<file path="config.mk">
export PLATFORM = sky130hd
export DESIGN_NAME = front_panel_switch_mapper_flat
export DESIGN_NICKNAME = d
export VERILOG_FILES = /design/src/rtl/front_panel_pkg.sv /design/src/rtl/front_panel_switch_mapper_if.sv /design/src/rtl/front_panel_debounce.sv /design/src/rtl/front_panel_switch_mapper.sv /design/src/flat_wrapper.sv
export SDC_FILE = /design/constraint.sdc
export NUM_CORES = 2
export LEC_CHECK = 0
export BUFFER_PORTS_ARGS = -buffer_cell sky130_fd_sc_hd__buf_2
export CAP_MARGIN = 25
export CORE_ASPECT_RATIO = 1.5
export CORE_MARGIN = 10
export CORE_UTILIZATION = 45
export DETAILED_ROUTE_END_ITERATION = 8
export GPL_TIMING_DRIVEN = 0
export PLACE_DENSITY = 0.64
export SYNTH_ARGS = -nofsm -noshare
export SYNTH_HDL_FRONTEND = slang
export SYNTH_SLANG_ARGS = --single-unit
</file>
<file path="constraint.sdc">
create_clock -name clk -period 24.5 [get_ports clk]
set_clock_uncertainty 0.15 [all_clocks]
set_input_delay 4.9 -clock clk [delete_from_list [all_inputs] [get_ports clk]]
set_output_delay 4.9 -clock clk [all_outputs]
set_load 0.02 [all_outputs]
</file>
<file path="src/rtl/front_panel_pkg.sv">
// Shared switch encodings and event types for the
// front panel switch mapper.
package front_panel_pkg;

  typedef logic [1:0] sw_state_t;

  localparam sw_state_t SW_OFF     = 2'b00;
  localparam sw_state_t SW_UP      = 2'b01;
  localparam sw_state_t SW_DOWN    = 2'b10;
  localparam sw_state_t SW_ILLEGAL = 2'b11;

  typedef enum logic [1:0] {
    EV_NONE = 2'b00,
    EV_UP   = 2'b01,
    EV_DOWN = 2'b10
  } ev_code_t;

endpackage

</file>
<file path="src/rtl/front_panel_switch_mapper_if.sv">
// Momentary-switch event handshake between the
// panel mapper and the CPU control logic.
interface front_panel_switch_mapper_if #(
  parameter int IDX_W = 5
) ();
  import front_panel_pkg::*;

  logic             event_valid;
  logic             event_ready;
  logic [IDX_W-1:0] event_index;
  ev_code_t         event_code;
  logic             event_overrun;

  modport master (
    output event_valid,
    output event_index,
    output event_code,
    output event_overrun,
    input  event_ready
  );

  modport slave (
    input  event_valid,
    input  event_index,
    input  event_code,
    input  event_overrun,
    output event_ready
  );

endinterface

</file>
<file path="src/rtl/front_panel_debounce.sv">
// One panel switch: 2-flop sync, stability counter,
// committed state and a commit strobe for the next edge.
module front_panel_debounce
  import front_panel_pkg::*;
#(
  parameter int DEBOUNCE_CYCLES = 16
) (
  input  logic      clk,
  input  logic      reset,
  input  sw_state_t raw,
  output sw_state_t stable,
  output sw_state_t sync_val,
  output logic      commit
);

  localparam logic [15:0] LAST = 16'(DEBOUNCE_CYCLES - 1);

  sw_state_t   s1;
  sw_state_t   s2;
  sw_state_t   prev;
  logic [15:0] cnt;
  logic [15:0] eff;
  logic        hold;

  assign sync_val = s2;

  // a new candidate value counts as if the counter were at 0
  always_comb begin
    hold   = (s2 == stable) || (s2 == SW_ILLEGAL);
    eff    = (s2 != prev) ? '0 : cnt;
    commit = !hold && (eff == LAST);
  end

  always_ff @(posedge clk or posedge reset) begin
    if (reset) begin
      s1     <= SW_OFF;
      s2     <= SW_OFF;
      prev   <= SW_OFF;
      cnt    <= '0;
      stable <= SW_OFF;
    end else begin
      s1   <= raw;
      s2   <= s1;
      prev <= s2;
      if (hold) begin
        cnt <= '0;
      end else if (commit) begin
        cnt    <= '0;
        stable <= s2;
      end else begin
        cnt <= eff + 16'd1;
      end
    end
  end

endmodule

</file>
<file path="src/rtl/front_panel_switch_mapper.sv">
// Panel switch debounce, toggle LED drive and queued
// momentary press events with valid/ready handshake.
module front_panel_switch_mapper
  import front_panel_pkg::*;
#(
  parameter int SWITCHES_TOTAL_NUMBER = 25,
  parameter int LEDS_TOTAL_NUMBER     = 36,
  parameter int DEBOUNCE_CYCLES       = 16,
  parameter logic [SWITCHES_TOTAL_NUMBER-1:0] TOGGLE_MASK = 25'h00FFFF
) (
  input  logic                                clk,
  input  logic                                reset,
  input  sw_state_t [SWITCHES_TOTAL_NUMBER-1:0] switches_status,
  input  logic [LEDS_TOTAL_NUMBER-1:0]        leds_ext,
  output logic [LEDS_TOTAL_NUMBER-1:0]        leds_status,
  output sw_state_t [SWITCHES_TOTAL_NUMBER-1:0] sw_stable,
  front_panel_switch_mapper_if.master         ev
);

  localparam int SW = SWITCHES_TOTAL_NUMBER;
  localparam int LN = LEDS_TOTAL_NUMBER;
  localparam int IDX_W = (SW > 1) ? $clog2(SW) : 1;
  localparam logic [LN-1:0] TMASK = LN'(TOGGLE_MASK);

  sw_state_t [SW-1:0] sync_val;
  logic [SW-1:0]      commit;
  logic [SW-1:0]      pend;
  ev_code_t           pend_code [SW];
  logic [SW-1:0]      set;
  logic [SW-1:0]      clr;
  logic [IDX_W-1:0]   sel;
  logic               any;
  logic               load;
  logic [LN-1:0]      up_vec;

  logic               valid_q;
  logic [IDX_W-1:0]   index_q;
  ev_code_t           code_q;
  logic               overrun_q;

  for (genvar g = 0; g < SW; g++) begin : g_sw
    front_panel_debounce #(
      .DEBOUNCE_CYCLES(DEBOUNCE_CYCLES)
    ) u_deb (
      .clk     (clk),
      .reset   (reset),
      .raw     (switches_status[g]),
      .stable  (sw_stable[g]),
      .sync_val(sync_val[g]),
      .commit  (commit[g])
    );
  end

  // a committing momentary switch leaving centre is a press
  always_comb begin
    set    = '0;
    up_vec = '0;
    for (int i = 0; i < SW; i++) begin
      set[i] = !TOGGLE_MASK[i] && commit[i] &&
               (sw_stable[i] == SW_OFF);
      up_vec[i] = (sw_stable[i] == SW_UP);
    end
  end

  always_comb begin
    sel = '0;
    any = |pend;
    for (int i = SW - 1; i >= 0; i--) begin
      if (pend[i]) sel = IDX_W'(i);
    end
    load = !valid_q || ev.event_ready;
    clr  = '0;
    if (load && any) clr[sel] = 1'b1;
  end

  always_ff @(posedge clk or posedge reset) begin
    if (reset) begin
      pend      <= '0;
      valid_q   <= 1'b0;
      index_q   <= '0;
      code_q    <= EV_NONE;
      overrun_q <= 1'b0;
      for (int i = 0; i < SW; i++) pend_code[i] <= EV_NONE;
    end else begin
      pend      <= (pend & ~clr) | set;
      overrun_q <= |(set & pend & ~clr);
      for (int i = 0; i < SW; i++) begin
        if (set[i]) pend_code[i] <= ev_code_t'(sync_val[i]);
      end
      if (load) begin
        valid_q <= any;
        if (any) begin
          index_q <= sel;
          code_q  <= pend_code[sel];
        end
      end
    end
  end

  always_ff @(posedge clk or posedge reset) begin
    if (reset) leds_status <= '0;
    else       leds_status <= leds_ext | (up_vec & TMASK);
  end

  assign ev.event_valid   = valid_q;
  assign ev.event_index   = index_q;
  assign ev.event_code    = code_q;
  assign ev.event_overrun = overrun_q;

endmodule

</file>
<file path="src/flat_wrapper.sv">
// flat-port wrapper written by rule: the top's interface ports become plain ports
module front_panel_switch_mapper_flat import front_panel_pkg::*;
#(
  parameter int SWITCHES_TOTAL_NUMBER = 25,
  parameter int LEDS_TOTAL_NUMBER     = 36,
  parameter int DEBOUNCE_CYCLES       = 16,
  parameter logic [SWITCHES_TOTAL_NUMBER-1:0] TOGGLE_MASK = 25'h00FFFF
)
  (clk, reset, switches_status, leds_ext, leds_status, sw_stable, ev_event_valid, ev_event_index, ev_event_code, ev_event_overrun, ev_event_ready);
  front_panel_switch_mapper_if #(.IDX_W(5)) ev_i ();
  input  logic clk;
  input  logic reset;
  input  sw_state_t [SWITCHES_TOTAL_NUMBER-1:0] switches_status;
  input  logic [LEDS_TOTAL_NUMBER-1:0] leds_ext;
  output logic [LEDS_TOTAL_NUMBER-1:0] leds_status;
  output sw_state_t [SWITCHES_TOTAL_NUMBER-1:0] sw_stable;
  output wire logic [$bits(ev_i.event_valid)-1:0] ev_event_valid;
  output wire logic [$bits(ev_i.event_index)-1:0] ev_event_index;
  output wire logic [$bits(ev_i.event_code)-1:0] ev_event_code;
  output wire logic [$bits(ev_i.event_overrun)-1:0] ev_event_overrun;
  input wire logic [$bits(ev_i.event_ready)-1:0] ev_event_ready;
  assign ev_event_valid = ev_i.event_valid;
  assign ev_event_index = ev_i.event_index;
  assign ev_event_code = ev_i.event_code;
  assign ev_event_overrun = ev_i.event_overrun;
  assign ev_i.event_ready = ev_event_ready;
  front_panel_switch_mapper #(.SWITCHES_TOTAL_NUMBER(SWITCHES_TOTAL_NUMBER), .LEDS_TOTAL_NUMBER(LEDS_TOTAL_NUMBER), .DEBOUNCE_CYCLES(DEBOUNCE_CYCLES), .TOGGLE_MASK(TOGGLE_MASK)) u_core (.clk(clk), .reset(reset), .switches_status(switches_status), .leds_ext(leds_ext), .leds_status(leds_status), .sw_stable(sw_stable), .ev(ev_i));
endmodule
</file>
After elaboration in Yosys (flattened, before gate mapping) --
Index checks and enable logic that the tools add are counted.
Cells by class: reductions and logical operators 125, muxes and demuxes 106, magnitude comparators 3, $add $sub $neg 25, eq/ne operators 116, bitwise logic cells 32
Operators with widths (count):
- $mux 16 | 75
- $add 16x1->16 const B | 25
- $eq 16x4->1 const B | 25
- $mux 5 | 25
- $and 25x25->25 | 3
- $reduce_and 2->1 | 26
- $eq 2x2->1 | 25
- $eq 2x2->1 const B | 25
- $ne 2x2->1 | 25
- $reduce_or 25->1 | 2
- $logic_and 1x1->1 | 36
- $or 36x16->36 | 1
- $eq 2x1->1 const B | 16
- $logic_not 1->1 | 26
- $logic_or 1x1->1 | 26
- $mux 25 | 1
- $not 1->1 | 25
- $not 25->25 | 1
- $or 25x25->25 | 1
- $logic_not 2->1 | 9
- $bmux 2 s5 | 1
- $ge 6x6->1 const B | 1
- $lt 5x6->1 const B | 1
- $not 5->6 | 1
- 4 further kinds | 5
Word-level totals: register bits after elaboration 688, output and inout bits 95, logic and storage cells 547

Logic depth before layout (Yosys ltp) --
depth after elaboration 33, mapped depth 12

By module --
A second synthesis with hierarchy kept.
Second synthesis, totals: cells, all modules 3206, area, all modules 34441.8 um2
By module, submodules not included:
- front_panel_debounce | cells an instance 115, seq. area each 600.6 um2, instances 25, area an instance 1227.4 um2
- front_panel_switch_mapper | cells an instance 331, seq. area each 2202.1 um2, instances 1, area an instance 3756.1 um2

Worst setup path before layout --
No wires, ideal clock.
path type input to register, from input port ev_event_ready, to register u_core.index_q[2] (netlist: u_core.ev.event_index[2]), setup time 0.125 ns, arrival time 5.977 ns, setup slack 18.248 ns, required time 24.225 ns, stages on the path 4, cell sequence nor2b_1 clkbuf_1 a21o_1 mux2_2
On the way: longest elaborated chain between the ends 2
RTL lines:
- start: declaration | line flat_wrapper.sv:21 | input wire logic [$bits(ev_i.event_ready)-1:0] ev_event_ready;
- $logic_or 1x1->1 | line front_panel_switch_mapper.sv:71 | load = !valid_q || ev.event_ready;
- $reduce_and 2->1 (no source line)
- end signal: assignment | line front_panel_switch_mapper.sv:93 | index_q <= sel;
- end: declaration | line front_panel_switch_mapper.sv:37 | logic [IDX_W-1:0] index_q;
Every way passes these cells. A chain may end at the register's enable or synchronous reset.

==> impl_metrics.py <==
metrics = {
    "floorplan": {
        "die_area_sq_um": 78230,
        "die_y_microns": 337.6,
        "die_w_microns": 231.7,
        "core-area_sq_um": 66760,
        "rows": 116,
        "ios": 184,
        "start_util_pct": 45.32,
    },
    "clock_network": {
        "ctsResizeCount": 0,
        "postCtsSetupBuffers": 0,
        "numCtsBuffers": 70,
        "ctsLongestPathBuffers": 3,
        "cts_root_buffer": "clkbuf_16",
        "clk_latency_ns": 0.62,
        "cts.htree.levels": 3,
        "cts_hold_buf": 0,
        "cts.clk_slew.worst_paths_ns": 0.06,
        "cts.sinks": 688,
        "cts_tree": "built",
    },
    "sta": {
        "setup_viol": 0,
        "fin_crit_sh_pct": 27.34,
        "fin_tns_setup_ns": 0,
        "finalHoldViolations": 0,
        "report.final.slew_viol_count": 0,
        "max_freq_mhz": 149.3,
        "whs_ns": 0.1876,
        "rsz0062_at_grt": "no",
        "period_needed_ns": 6.699,
        "worst_pin_slew_ns": 1.060,
        "relSlewSlack_pct": 28.34,
    },
    "critical_path": {
        "reg2reg_depth": 12,
        "cp_cell_sequence": "buf_2, inv_8, buf_16, buf_16, buf_16, buf_16",
        "cp_data_arrival_time_ns": 7.25,
        "worstSetupStartpointType": "input port",
        "crit_path_frequent_cell": "buf_16",
        "path_buf_inv": 6,
        "timing.rr.end": "u_core.g_sw[18].u_deb.cnt[6]$_DFF_PP0_",
        "max_stage_delay_ns": 0.45,
        "slowest_stage": "buf_16",
        "cp-end-kind": "asynchronous set/reset pin",
        "r2r-start": "u_core.g_sw[18].u_deb.sync_val[0]$_DFF_PP0_",
        "crit_fanout": 106,
        "path_class": "in2async",
        "r2r_setup_slack_ns": 20.85,
        "critical-path-top-delay-family": "buffers and inverters",
        "cp.required_ns": 25.05,
    },
    "min_path": {
        "hold-path-cell-count": 0,
        "hold_start": "u_core.g_sw[3].u_deb.s1[1]$_DFF_PP0_",
        "min_path_type": "reg2reg",
        "hold_end": "u_core.g_sw[3].u_deb.sync_val[1]$_DFF_PP0_",
    },
    "grt": {
        "grt_pass1_vias": 22523,
        "grt_max_degree": 132,
        "grt_util_met3_pct": 3.557,
        "antenna_found_initial": 1,
        "grt_use_met1_pct": 18.92,
        "grt.total_usage_pct": 16.12,
        "use_met2_pct": 28.57,
        "grt_first_pass_wirelength_mm": 107.5,
        "grt.overflow.total": 0,
        "top_usage_layer": "met2",
    },
    "synthesis": {
        "yosysSeqAreaShare_pct": 56.90,
        "syn_area_sq_um": 30260,
        "ys.flop_type": "dfrtp_1",
        "synthCells": 2925,
        "synth_top_cell_by_area": "dfrtp_1",
        "synth_top_area_share_pct": 56.90,
        "async_flop_share_pct": 100.0,
        "yosys_warnings": 0,
        "synth-edff-count": 0,
        "yosys-top-cells-area": "dfrtp_1 57%, xor2_1 7.2%, nor2_1 5.8%",
        "ys_seq_elements": 688,
        "syn-num-nets": 3039,
        "synth_cell_types": 68,
        "avgSynthCellArea_sq_um": 10.34,
    },
    "power_and_ir_drop": {
        "ir_worst_vdd_v": 0.00005766,
        "power_density_nw_per_um2": 73.53,
        "p_seq_share_pct": 46.7,
        "sw_frac_of_total_pct": 25.69,
        "leakagePower_nw": 15.20,
        "p_int_mw": 1.904,
        "p_sw_uw": 658.5,
        "clock_power_share_pct": 43.3,
        "power_frac_comb_pct": 10.0,
    },
    "route": {
        "wl_per_cell_microns": 15.19,
        "routed_wl_mm": 62.61,
        "drc_errors": 0,
        "routed_via_density": 5.323,
        "drtAntennaViolNets": 0,
        "drt_first_pass_iters": 5,
        "vias": 21943,
        "drt_iter0_markers": 1136,
    },
    "finish": {
        "syn_to_final_growth_pct": 15.18,
        "diodes": 0,
        "nets": 3300,
        "drive_above_1_share_pct": 12.64,
        "mostFrequentLayoutCells": "688 x dfrtp_1, 466 x nor2_1, 304 x nand2_1, 250 x xor2_1, 206 x buf_2",
        "layout_commonest_cell": "dfrtp_1",
    },
    "run_status": {
        "status": "completed",
    },
    "flow_run": {
        "cap_violations": 0,
    },
    "placed_design": {
        "io_buffer_count": 183,
        "routabilityCongestion": 0.8885,
        "post-dp-hpwl_mm": 44.37,
    },
}
==> final cells by class <==
| cell class | count | area [sq um] |
|---|---|---|
| multi-input combinational | 2111 | 12530 |
| timing repair buffer | 189 | 1081 |
| clock buffer | 85 | 1953 |
| clock inverter | 38 | 444.2 |
| tap | 885 | 1107 |
| inverter | 77 | 296.5 |
| fill | 5929 | 31910 |
| buffer | 49 | 227.7 |
| sequential | 688 | 17220 |
==> worst register-to-register path: cells and delay by family, from the launching register on <==
| family | cells | cell delay, ns |
|---|---|---|
| AND/OR/NAND/NOR | 8 | 1.76 |
| buffers and inverters | 2 | 0.70 |
| flip-flops | 1 | 0.48 |
| XOR/XNOR | 1 | 0.24 |
| adder cells (fa/ha/maj) | 1 | 0.20 |
==> layer usage <==
metal | vias up | part of all wire, % | wire length [microns]
met1 | 10878 | 41 | 25830
met4 | 2 | 2.3 | 1411
li1 | 10598 | - | -
met5 | - | 0.021 | 13
met3 | 102 | 4.6 | 2894
met2 | 363 | 52 | 32460
==> through the flow <==
| stage | power, mW | worst slack (ns) | area (sq um) | util [%] | std cells |
|---|---|---|---|---|---|
| final | 2.563 | 17.80 | 34850 | 52.20 | 4122 |
| after global routing | 2.682 | 17.42 | 34850 | 52.20 | 4122 |
| after CTS | 2.604 | 17.68 | 34850 | 52.20 | 4122 |
| after detailed placement | 1.474 | 17.04 | 32450 | 48.61 | 3999 |
| after global placement | 1.466 | -6.421 | 32280 | 48.35 | 3993 |
| after floorplan | 1.387 | 0.1601 | 30260 | - | 2925 |
==> power groups by stage <==
stage	Combinational [mW]	Clock (mW)	Sequential, mW
finish	0.256	1.11	1.20
CTS	0.256	1.15	1.20
floorplan	0.165	0	1.22
global placement	0.247	0	1.22
global route	0.285	1.20	1.20
detailed placement	0.254	0	1.22
==> sequential cells by signal, indices dropped and copies added, names as in the netlist <==
signal / cells
u_core.g_sw.u_deb.cnt: 400
u_core.g_sw.u_deb.prev: 50
u_core.g_sw.u_deb.s1: 50
u_core.g_sw.u_deb.stable: 50
u_core.g_sw.u_deb.sync_val: 50
u_core.leds_status: 36
u_core.pend: 25
u_core.pend_code: 18
u_core.ev.event_index: 5
u_core.ev.event_code: 2
u_core.ev.event_overrun: 1
u_core.ev.event_valid: 1
==> kinds of logic (layout without fill, tap and decap cells) <==
kind of cell    after synthesis  after routing  synth area share [%]
flops                       688            688                 56.90
buf+inv                     126            438                 1.708
mux                          16             16                0.5954
simple gates               1420           1420                 23.44
compound gates              285            285                 5.764
xor+xnor                    365            365                 10.56
fa+ha+maj                    25             25                 1.034
==> cell usage after synthesis, types with 24 or more instances <==
library cell and n:
ha_1 25, and2_1 59, nor4_1 81, nand3_1 118, inv_1 77, nand4_1 115
a21oi_1 100, or3_1 38, nor2_1 466, and3_1 46, dfrtp_1 688, xnor2_1 115
xor2_1 250, nand2_1 304, or2_2 26, o21ai_0 72, clkbuf_1 24, and4_1 41
nor3_1 38
==> how the worst max path moves through the flow <==
stage,from,to,slack [ns],depth (start not counted)
6_report,reset,u_core.g_sw[15].u_deb.cnt[6]$_DFF_PP0_,17.80,6
2_1_floorplan,reset,u_core.ev.event_code[0]$_DFFE_PP0P_,0.16,1
3_3_place_gp,reset,u_core.g_sw[15].u_deb.cnt[5]$_DFF_PP0_,-6.42,2
3_5_place_dp,reset,u_core.g_sw[15].u_deb.cnt[5]$_DFF_PP0_,17.04,6
4_1_cts,reset,u_core.g_sw[13].u_deb.cnt[0]$_DFF_PP0_,17.68,6
5_1_grt,reset,u_core.g_sw[13].u_deb.sync_val[1]$_DFF_PP0_,17.42,6
No activity file was read; power rests on OpenSTA's default activity.
